File: config.mk
export PLATFORM = sky130hd
export DESIGN_NAME = sram_stage_scheduler
export DESIGN_NICKNAME = d
export VERILOG_FILES = /design/src/rtl/sram_stage_scheduler.sv
export SDC_FILE = /design/constraint.sdc
export NUM_CORES = 1
export LEC_CHECK = 0
export BUFFER_PORTS_ARGS = -buffer_cell sky130_fd_sc_hd__buf_2
export CAP_MARGIN = 20
export CORE_MARGIN = 4
export CORE_UTILIZATION = 49
export DETAILED_ROUTE_END_ITERATION = 7
export GPL_ROUTABILITY_DRIVEN = 0
export PLACE_DENSITY_LB_ADDON = 0.1
export SLEW_MARGIN = 10
export SYNTH_ARGS = -nofsm -noshare
export SYNTH_HDL_FRONTEND = slang
export SYNTH_SLANG_ARGS = --single-unit
export TNS_END_PERCENT = 30
File: constraint.sdc
create_clock -name CLOCK_50_I -period 4.2 [get_ports CLOCK_50_I]
set_clock_uncertainty 0.2 [all_clocks]
set_input_delay 0 -clock CLOCK_50_I [delete_from_list [all_inputs] [get_ports CLOCK_50_I]]
set_output_delay 0 -clock CLOCK_50_I [all_outputs]
set_load 0.05 [all_outputs]
File: src/rtl/sram_stage_scheduler.sv
// Decode-pipeline sequencer: runs UART load, M1 and M2 once each in order,
// owns the shared SRAM port, and muxes it to whichever stage is active.
// A per-stage watchdog catches a stage that never finishes. Cycle counters
// report how long M1 and M2 took on the last run.
module sram_stage_scheduler #(
  parameter logic [31:0] TIMEOUT = 32'd4000000,
  parameter int          CNT_W   = 32
) (
  input  logic             CLOCK_50_I,
  input  logic             reset,
  input  logic             go,
  input  logic             skip_load,
  output logic             c0_start,
  output logic             c1_start,
  output logic             c2_start,
  input  logic             c0_done,
  input  logic             c1_done,
  input  logic             c2_done,
  input  logic [17:0]      c0_address,
  input  logic [17:0]      c1_address,
  input  logic [17:0]      c2_address,
  input  logic [15:0]      c0_write_data,
  input  logic [15:0]      c1_write_data,
  input  logic [15:0]      c2_write_data,
  input  logic             c0_we_n,
  input  logic             c1_we_n,
  input  logic             c2_we_n,
  output logic [17:0]      SRAM_address,
  output logic [15:0]      SRAM_write_data,
  output logic             SRAM_we_n,
  output logic [1:0]       owner,
  output logic             busy,
  output logic             decode_done,
  output logic             error,
  output logic [CNT_W-1:0] m1_cycles,
  output logic [CNT_W-1:0] m2_cycles
);

  // state  | meaning
  // S_IDLE | no decode running, bus parked (owner 3)
  // S_LOAD | client 0 (UART load) owns the bus
  // S_M1   | client 1 (upsample / colour convert) owns the bus
  // S_M2   | client 2 owns the bus
  // S_GAP  | one dead cycle between owners, next_stage says who is next
  // S_ERR  | a stage overran the watchdog; parked until go or reset
  typedef enum logic [2:0] {
    S_IDLE = 3'd0,
    S_LOAD = 3'd1,
    S_M1   = 3'd2,
    S_M2   = 3'd3,
    S_GAP  = 3'd4,
    S_ERR  = 3'd5
  } state_t;

  localparam logic [CNT_W-1:0] CNT_ONE = {{(CNT_W-1){1'b0}}, 1'b1};
  localparam logic [CNT_W-1:0] CNT_MAX = {CNT_W{1'b1}};
  localparam logic [1:0]       NO_OWNER = 2'd3;

  state_t      state;
  logic [1:0]  next_stage;
  logic        started;
  logic [31:0] wd_cnt;
  logic        done_sel;

  // Done of the client that owns the current run state; others are ignored.
  always_comb begin
    done_sel = 1'b0;
    case (state)
      S_LOAD:  done_sel = c0_done;
      S_M1:    done_sel = c1_done;
      S_M2:    done_sel = c2_done;
      default: done_sel = 1'b0;
    endcase
  end

  // Bus mux straight off the registered owner so client timing is untouched.
  always_comb begin
    SRAM_address    = 18'd0;
    SRAM_write_data = 16'd0;
    SRAM_we_n       = 1'b1;
    case (owner)
      2'd0: begin
        SRAM_address    = c0_address;
        SRAM_write_data = c0_write_data;
        SRAM_we_n       = c0_we_n;
      end
      2'd1: begin
        SRAM_address    = c1_address;
        SRAM_write_data = c1_write_data;
        SRAM_we_n       = c1_we_n;
      end
      2'd2: begin
        SRAM_address    = c2_address;
        SRAM_write_data = c2_write_data;
        SRAM_we_n       = c2_we_n;
      end
      default: begin
        SRAM_address    = 18'd0;
        SRAM_write_data = 16'd0;
        SRAM_we_n       = 1'b1;
      end
    endcase
  end

  // Stage sequencer with watchdog (down-counter, terminal count 0) and cycle counters.
  always_ff @(posedge CLOCK_50_I) begin
    if (reset) begin
      state       <= S_IDLE;
      next_stage  <= 2'd1;
      started     <= 1'b0;
      wd_cnt      <= 32'd0;
      owner       <= NO_OWNER;
      c0_start    <= 1'b0;
      c1_start    <= 1'b0;
      c2_start    <= 1'b0;
      busy        <= 1'b0;
      decode_done <= 1'b0;
      error       <= 1'b0;
      m1_cycles   <= '0;
      m2_cycles   <= '0;
    end else begin
      c0_start    <= 1'b0;
      c1_start    <= 1'b0;
      c2_start    <= 1'b0;
      decode_done <= 1'b0;
      case (state)
        S_IDLE, S_ERR: begin
          if (go) begin
            busy    <= 1'b1;
            error   <= 1'b0;
            started <= 1'b0;
            wd_cnt  <= TIMEOUT - 32'd1;
            if (skip_load) begin
              state     <= S_M1;
              owner     <= 2'd1;
              c1_start  <= 1'b1;
              m1_cycles <= '0;
            end else begin
              state    <= S_LOAD;
              owner    <= 2'd0;
              c0_start <= 1'b1;
            end
          end
        end
        S_LOAD, S_M1, S_M2: begin
          // The pulse cycle itself never counts as done; arm after it.
          started <= 1'b1;
          if (state == S_M1 && m1_cycles != CNT_MAX) m1_cycles <= m1_cycles + CNT_ONE;
          if (state == S_M2 && m2_cycles != CNT_MAX) m2_cycles <= m2_cycles + CNT_ONE;
          if (started && done_sel) begin
            started <= 1'b0;
            owner   <= NO_OWNER;
            case (state)
              S_LOAD: begin
                state      <= S_GAP;
                next_stage <= 2'd1;
              end
              S_M1: begin
                state      <= S_GAP;
                next_stage <= 2'd2;
              end
              default: begin
                state       <= S_IDLE;
                busy        <= 1'b0;
                decode_done <= 1'b1;
              end
            endcase
          end else if (wd_cnt == 32'd0) begin
            state   <= S_ERR;
            started <= 1'b0;
            owner   <= NO_OWNER;
            busy    <= 1'b0;
            error   <= 1'b1;
          end else begin
            wd_cnt <= wd_cnt - 32'd1;
          end
        end
        S_GAP: begin
          started <= 1'b0;
          wd_cnt  <= TIMEOUT - 32'd1;
          owner   <= next_stage;
          if (next_stage == 2'd1) begin
            state     <= S_M1;
            c1_start  <= 1'b1;
            m1_cycles <= '0;
          end else begin
            state     <= S_M2;
            c2_start  <= 1'b1;
            m2_cycles <= '0;
          end
        end
        default: begin
          state <= S_IDLE;
          owner <= NO_OWNER;
          busy  <= 1'b0;
        end
      endcase
    end
  end

endmodule

---- Word-level counts from Yosys, hierarchy flattened ----
Cells that the tools add are included.
operators by class
  add/sub/neg operators ................... 3
  equality and inequality tests ........... 21
  bitwise operators ....................... 5
  muxes and demuxes ....................... 48
  reductions and logical operators ........ 24
operators with widths
  cell                     number
  $mux W32                 9
  $pmux W32 S3             2
  $add A32 B1 Y32 const B  2
  $ne A32 B32 Y1 const B   2
  $pmux W32 S2             1
  $pmux W18 S3             1
  $pmux W16 S3             1
  $logic_not A32 Y1        1
  $sub A32 B1 Y32 const B  1
  $ne A2 B2 Y1 const B     9
  $mux W1                  17
  $mux W3                  4
  $pmux W1 S3              4
  $reduce_and A4 Y1        3
  $pmux W3 S3              1
  $reduce_or A3 Y1         3
  $mux W2                  4
  $eq A3 B2 Y1 const B     2
  $eq A3 B3 Y1 const B     2
  $ne A3 B3 Y1 const B     2
  $pmux W2 S3              1
  $reduce_and A3 Y1        2
  $reduce_bool A2 Y1       3
  $reduce_or A2 Y1         3
  12 further kinds         21
storage, ports and cells
  output and inout port bits .............. 107
  logic and storage cells ................. 114
  register bits after elaboration ......... 110
  input bits .............................. 112

---- Longest topological paths before layout ----
Gate-level depths: netlist of the first run.
  depth after elaboration ................. 5
  gate-level depth with buffers ........... 10
  gate-level depth less buffers ........... 8

---- Worst setup path after synthesis of the first run ----
No wires, ideal clock.
  path kind ............................... reg2out
  start ................................... register owner[0]
  end ..................................... output port SRAM_address[17]
  data required time ...................... 4.000 ns
  path slack .............................. 1.215 ns
  data arrival time ....................... 2.785 ns
  stages on the path, launching flop included .. 5
  cells stage by stage .................... dfxtp_1 > clkbuf_1 > buf_1 > mux2i_1 > o21ai_0
on the way
  longest elaborated chain between the ends .. 2
  elaborated cells on any way between the ends .. 4
  those cells by class .................... 2 x eq/ne; 1 x mux; 1 x reduce/logical
RTL lines
  what                                        line  RTL
  start, declared                             31    output logic [1:0] owner,
  start signal, assigned                      181   owner <= next_stage;
  $eq A2 B2 Y1, or another cell as far along  81    case (owner)
  $pmux W18 S3 (*)                            81
  end, declared                               28    output logic [17:0] SRAM_address,
Every way passes the cells marked *; elsewhere a longest branch is shown, timed or not.

---- Worst setup path after layout of the first run ----
  start ................................... register wd_cnt[0]
  end ..................................... register wd_cnt[12]
on the way
  longest elaborated chain between the ends .. 4
  elaborated cells on any way between the ends .. 7
  those cells by class .................... 1 x add/sub; 1 x eq/ne; 3 x mux; 2 x reduce/logical
RTL lines
  what                    line  RTL
  start, declared         62    logic [31:0] wd_cnt;
  start signal, assigned  132   wd_cnt <= TIMEOUT - 32'd1;
  start signal, assigned  175   wd_cnt <= wd_cnt - 32'd1;
  start signal, assigned  180   wd_cnt <= TIMEOUT - 32'd1;
  $sub A32 B1 Y32         175
  $mux W32                168   end else if (wd_cnt == 32'd0) begin
  $mux W32                150   if (started && done_sel) begin
  $pmux W32 S3            126   case (state)
Parallel ways exist; a longest one is shown, timed or not. The select of a mux whose other input is x is not followed.
A chain may end at the register's enable or synchronous reset.

==> impl_metrics.ini, run 1 <==
[timing]
finalSetupViolations = 0
fin_crit_ps = 3054
hold_viol_final = 0
tightest_slew_ps = 974.2
final_max_slew_viol_count = 0
grt_setup_unrepaired = false
max_freq_mhz = 327.5
tns_ps = 0
slew_headroom = 0.3462
min_period_over_period = 0.7271

[clock_network]
cts-root-buf = clkbuf_16
cts_tree = yes
clock-sinks = 110
cts-htree-levels = 3
clockBufferDepth = 2
clk_pin_slew_ps = 70
cts_buffers = 9
clkLatencyLatePin_ps = 350

[critical_path]
start_kind = flop
cp.required_ps = 4210
path_class = reg -> reg
ff2ff_path_depth = 9
slowest_stage = or4b_1
crit_chain = inv_1, ha_1, or4b_1, or4_4, nor4_4, buf_4, nor4_1, xnor2_1, nor2_1
r2r_slack_ps = 1150
cp.arrival_ps = 3060
crit_fanout = 15
crit_path_max_incr_delay_ps = 510
regToRegStartpoint = wd_cnt[0]$_SDFFE_PP0P_
critPathCaptureType = flop
r2r-end = wd_cnt[12]$_SDFFE_PP0P_

[finish]
nets = 1096
drive_gt1_frac = 0.2637
areaGrowthSynthToFinish_pct = 24.21
antennaDiodeCount = 0

[power_and_ir_drop]
power_mw = 4.283
p_per_area_mw_per_mm2 = 547.7
peakVddDrop_v = 0.0002245
p_leak_nw = 3.345

[die]
chipHeight_um = 121.4
dieArea_mm2 = 0.01473
placementRows = 41
start_util = 0.4989
die-width_um = 121.4
io_pins = 219
placeableCoreArea_mm2 = 0.01262

[detailed_routing]
wirelength_um = 17850
ant_nets = 0
drt_iter0_markers = 296
via_per_inst = 5.466
via_count = 6330
routedWlPerCell_um = 15.41
dr.pass1.iters = 4
drcViolationCount = 0

[yosys]
synth-seq-cells = 110
synth_ff_type = dfxtp_1
avgSynthCellArea_um2 = 7.980
yosysMostFrequentCell = dfxtp_1
synthArstFlopShare = 0
syn_inst = 789
ys_types = 59
synth_commonest_cells = 110 x dfxtp_1, 105 x nor2_1, 70 x nand2_1
synth_nets = 904
synth-edff-count = 0
ys_seq_area_frac = 0.3498
synth.cell_area_mm2 = 0.006296
yosysTopAreaCell = dfxtp_1
ys_top_cells_by_area = dfxtp_1 35%, xnor2_1 7.5%, nor2_1 6.3%
yosys.area.top_type_share = 0.3498
yosysWarnings = 0

[worst_hold_path]
holdPathEnd = decode_done$_SDFF_PP0_
hp-class = in -> reg
holdPathStages = 4
min_from = c1_done

[grt]
antenna_found_initial = 0
grt_max_degree = 39
grt_pass1_wl_um = 27900
gr-total-overflow = 0
track_usage = 0.2309
grt_pass1_vias = 5707

[placement]
portBuffers = 218
place_hpwl_um = 12930

[run_status]
status = complete, no violations

[flow_run]
maxCapViolations = 0
-- metrics by stage --
step,instance area (um^2),std cells,worst slack (ps),hold slack [ps],utilization
after CTS,7820,1158,1142,95.74,0.6197
after floorplan,6296,789,1215,-121.5,-
after global routing,7820,1158,893.0,140.3,0.6197
after detailed placement,7477,1138,1202,107.6,0.5925
final,7820,1158,1146,93.55,0.6197
after global placement,7462,1137,1226,106.5,0.5913
-- flip-flops by register name, indices dropped and copies added (netlist names), 2 cells and up --
register and cells:
next_stage 2, m1_cycles 32, owner 2, state 3
wd_cnt 32, m2_cycles 32
-- power by group --
part	leakage, nW	switching [mW]	internal [mW]
Sequential	0.892	0.181	1.15
Combinational	2.31	1.44	0.643
Clock	0.147	0.385	0.483
-- logic make-up after synthesis --
| family | share of synthesized area |
|---|---|
| simple gates | 0.2826 |
| compound gates | 0.1488 |
| flops | 0.3498 |
| xor+xnor | 0.1099 |
| buf+inv | 0.03776 |
| mux | 0.06200 |
| fa+ha+maj | 0.009142 |
-- layout by cell type, fill, tap and decap left out, drive strengths merged, types with 12 or more instances in the layout --
| master | count |
|---|---|
| clkbuf | 12 |
| xnor2 | 54 |
| nand3 | 27 |
| or3 | 18 |
| xor2 | 25 |
| nand4 | 18 |
| buf | 226 |
| nor3 | 25 |
| mux2i | 39 |
| o21ai | 48 |
| nand2 | 70 |
| dfxtp | 110 |
| nor4 | 19 |
| a21oi | 48 |
| nor2 | 105 |
-- final cells by class --
cell class	count	area (um^2)
fillers	1195	4800
multi-input cells	619	3859
flip-flops and latches	110	2203
repair buffers	230	1199
clock buffers	12	246.5
well taps	172	215.2
clock inverters	4	56.30
inverters	11	41.29
-- worst max-delay path: cells and delay by family (launching register included) --
kind	cells	cell delay, ps
xor+xnor	1	240
fa+ha+maj	1	170
buf+inv	2	380
flops	1	340
simple gates	5	1570
-- layer usage --
metal,vias up,GRT usage,wire (um)
met2,192,0.4079,8720
met1,2913,0.2816,7747
met3,16,0.04429,1104
met5,-,0,0
li1,3209,-,-
met4,0,0.07423,277
-- how the worst max path moves through the flow --
stage	startpoint	endpoint	slack [ps]	cells after the start
after floorplan	owner[0]$_SDFFE_PP1P_	SRAM_address[17]	1220	4
after global placement	wd_cnt[0]$_SDFFE_PP0P_	wd_cnt[25]$_SDFFE_PP0P_	1230	9
after detailed placement	state[1]$_SDFFE_PP0P_	wd_cnt[25]$_SDFFE_PP0P_	1200	6
after CTS	wd_cnt[0]$_SDFFE_PP0P_	wd_cnt[12]$_SDFFE_PP0P_	1140	9
after global routing	state[1]$_SDFFE_PP0P_	wd_cnt[25]$_SDFFE_PP0P_	890	6
final	wd_cnt[0]$_SDFFE_PP0P_	wd_cnt[12]$_SDFFE_PP0P_	1150	9
-- timing repair --
| action | in CTS | in global routing |
|---|---|---|
| endpoints found under the hold margin | 17 | 0 |
| gates resized for setup | 0 | 0 |
| hold buffers | 4 | 0 |
| setup buffers | 0 | 0 |
Note: power is estimated with default switching activity, not from simulation.
==> run 2, diff against run 1 <==
- clock period: 4.2 -> 3.1 ns (I/O delays scaled with it)
==> run 2 against run 1 <==
  * Final cell count up 1.5%
  * Setup slack worse by 700 ps
  * Critical path depth unchanged
  * Sequential power is 34% higher
  * Count of clock-buffer cells in the layout unchanged
  * Critical endpoint is now wd_cnt[4]$_SDFFE_PP0P_
  * Power grew 36%
  * Sequential share of layout area down 0.34 points
  * Utilization grew 0.76 points
  * Register-to-register slack lost 700 ps
  * Routed wire length rose by 0.91%
==> impl_metrics.ini, run 2 (same netlist as run 1, synthesis figures left out) <==
[worst_hold_path]
hp-class = in -> reg

[die]
chipHeight_um = 121.4
die-width_um = 121.4
dieArea_mm2 = 0.01473
io_pins = 219
placeableCoreArea_mm2 = 0.01262
start_util = 0.4989
placementRows = 41

[detailed_routing]
dr.pass1.iters = 5
routedWlPerCell_um = 15.33
wirelength_um = 18010
drcViolationCount = 0
via_per_inst = 5.426
drt_iter0_markers = 343
ant_nets = 0
via_count = 6375

[flow_run]
maxCapViolations = 0

[finish]
layoutNonFillerInstCount = 1175
final_util = 0.6273
final_cell_mix = 218 x buf_2, 109 x dfxtp_1, 105 x nor2_1, 70 x nand2_1, 54 x xnor2_1
finalInstanceArea_mm2 = 0.007916
reg_top3 = m1_cycles x32, m2_cycles x32, wd_cnt x32
areaGrowthSynthToFinish_pct = 25.74
layout_commonest_cell = buf_2
regArea_mm2 = 0.002203
fillers = 1183
multi_input_area_mm2 = 0.003859
drive_gt1_frac = 0.2762
nets = 1113
antennaDiodeCount = 0

[timing]
finalSetupViolations = 0
min_period_over_period = 0.8558
hold_slack_ps = 104.4
final_max_slew_viol_count = 0
grt_setup_unrepaired = false
slew_headroom = 0.5248
tns_ps = 0
max_freq_mhz = 376.9
fin_crit_ps = 2653
setup_ws_ps = 447.1
tightest_slew_ps = 712.8
hold_viol_final = 0

[power_and_ir_drop]
p_leak_nw = 3.408
seqPwrFrac = 0.306
p_int_mw = 3.074
p_comb_frac = 0.508
p_sw_frac = 0.4728
p_switching_mw = 2.757
power_mw = 5.831
peakVddDrop_v = 0.0003212
clock_power_share = 0.186
p_per_area_mw_per_mm2 = 736.6

[placement]
portBuffers = 218
place_hpwl_um = 13360
post-place-ws_ps = 455.1
placed_area_mm2 = 0.007617
dp.cells = 1156

[critical_path]
cp.arrival_ps = 2690
cp_top_family = simple AND/OR/NAND/NOR gates
crit_chain = inv_1, ha_1, or4b_1, or4_4, nor4_4, buf_4, nor3_1, xnor2_1, a21oi_1
cp.required_ps = 3140
start_kind = flop
worstPathBufferInverterCount = 2
path_class = reg -> reg
r2r_slack_ps = 450
crit_fanout = 15
critPathCaptureType = flop
slowest_stage = or4b_1
crit_path_max_incr_delay_ps = 520

[grt]
grt_max_degree = 38
gr-total-overflow = 0
track_usage = 0.2325
antenna_found_initial = 0
grt_pass1_vias = 5849
grt_pass1_wl_um = 28050

[clock_network]
clk_pin_slew_ps = 70
cts_tree = yes
cts-root-buf = clkbuf_16
clock-sinks = 110
clockBufferDepth = 2
clkLatencyLatePin_ps = 360
cts_buffers = 9
cts-htree-levels = 3

[run_status]
status = complete, no violations
-- run 2: changes by cell type in the layout (fill, tap and decap cells not counted) --
cell,previous run,this run
dlygate4sd3_1,4,3
bufinv_16,1,0
clkinv_4,3,1
clkbuf_8,1,0
inv_6,0,1
clkbuf_1,2,3
buf_12,0,1
clkinvlp_4,0,2
buf_8,1,0
buf_4,7,25
-- run 2: power by group through the flow --
stage               Clock [mW]  Combinational, mW  Sequential, mW
floorplan                    0               2.21            1.79
global placement             0               2.93            1.81
detailed placement           0               2.96            1.81
CTS                       1.11               2.97            1.78
global route              1.16               3.21            1.81
finish                    1.08               2.96            1.78
-- run 2: timing repair --
item                                   CTS  global route
setup buffers                            0             0
resized for setup                        0             0
endpoints found under the hold margin   12             0
hold buffers                             3             0
-- run 2: layout make-up --
type / instances / share of cell area
Inverter: 11 / 0.005216
Multi-Input combinational cell: 619 / 0.4874
Clock inverter: 4 / 0.004109
Clock buffer: 12 / 0.02987
Sequential cell: 110 / 0.2783
Tap cell: 172 / 0.02719
Timing Repair Buffer: 247 / 0.1679
-- run 2: final timing paths --
| path | depth (start not counted) | end | from |
|---|---|---|---|
| worst min register to register | 2 | error$_SDFFE_PP0P_ | error$_SDFFE_PP0P_ |
| worst max register to register | 9 | wd_cnt[4]$_SDFFE_PP0P_ | wd_cnt[0]$_SDFFE_PP0P_ |
| worst min-delay path | 5 | decode_done$_SDFF_PP0_ | c1_done |
| worst max-delay path | 9 | wd_cnt[4]$_SDFFE_PP0P_ | wd_cnt[0]$_SDFFE_PP0P_ |
-- run 2: per-layer routing --
layer / global-route usage / vias up / share of wire
li1: - / 3247 / -
met1: 0.2859 / 2900 / 0.43
met2: 0.3883 / 197 / 0.46
met3: 0.04988 / 31 / 0.072
met4: 0.1064 / 0 / 0.029
met5: 0 / - / 0
-- run 2: worst min-delay path: cells and delay by family --
kind | cells | cell delay [ps]
compound gates | 2 | 280
buf+inv | 2 | 270
simple gates | 1 | 60
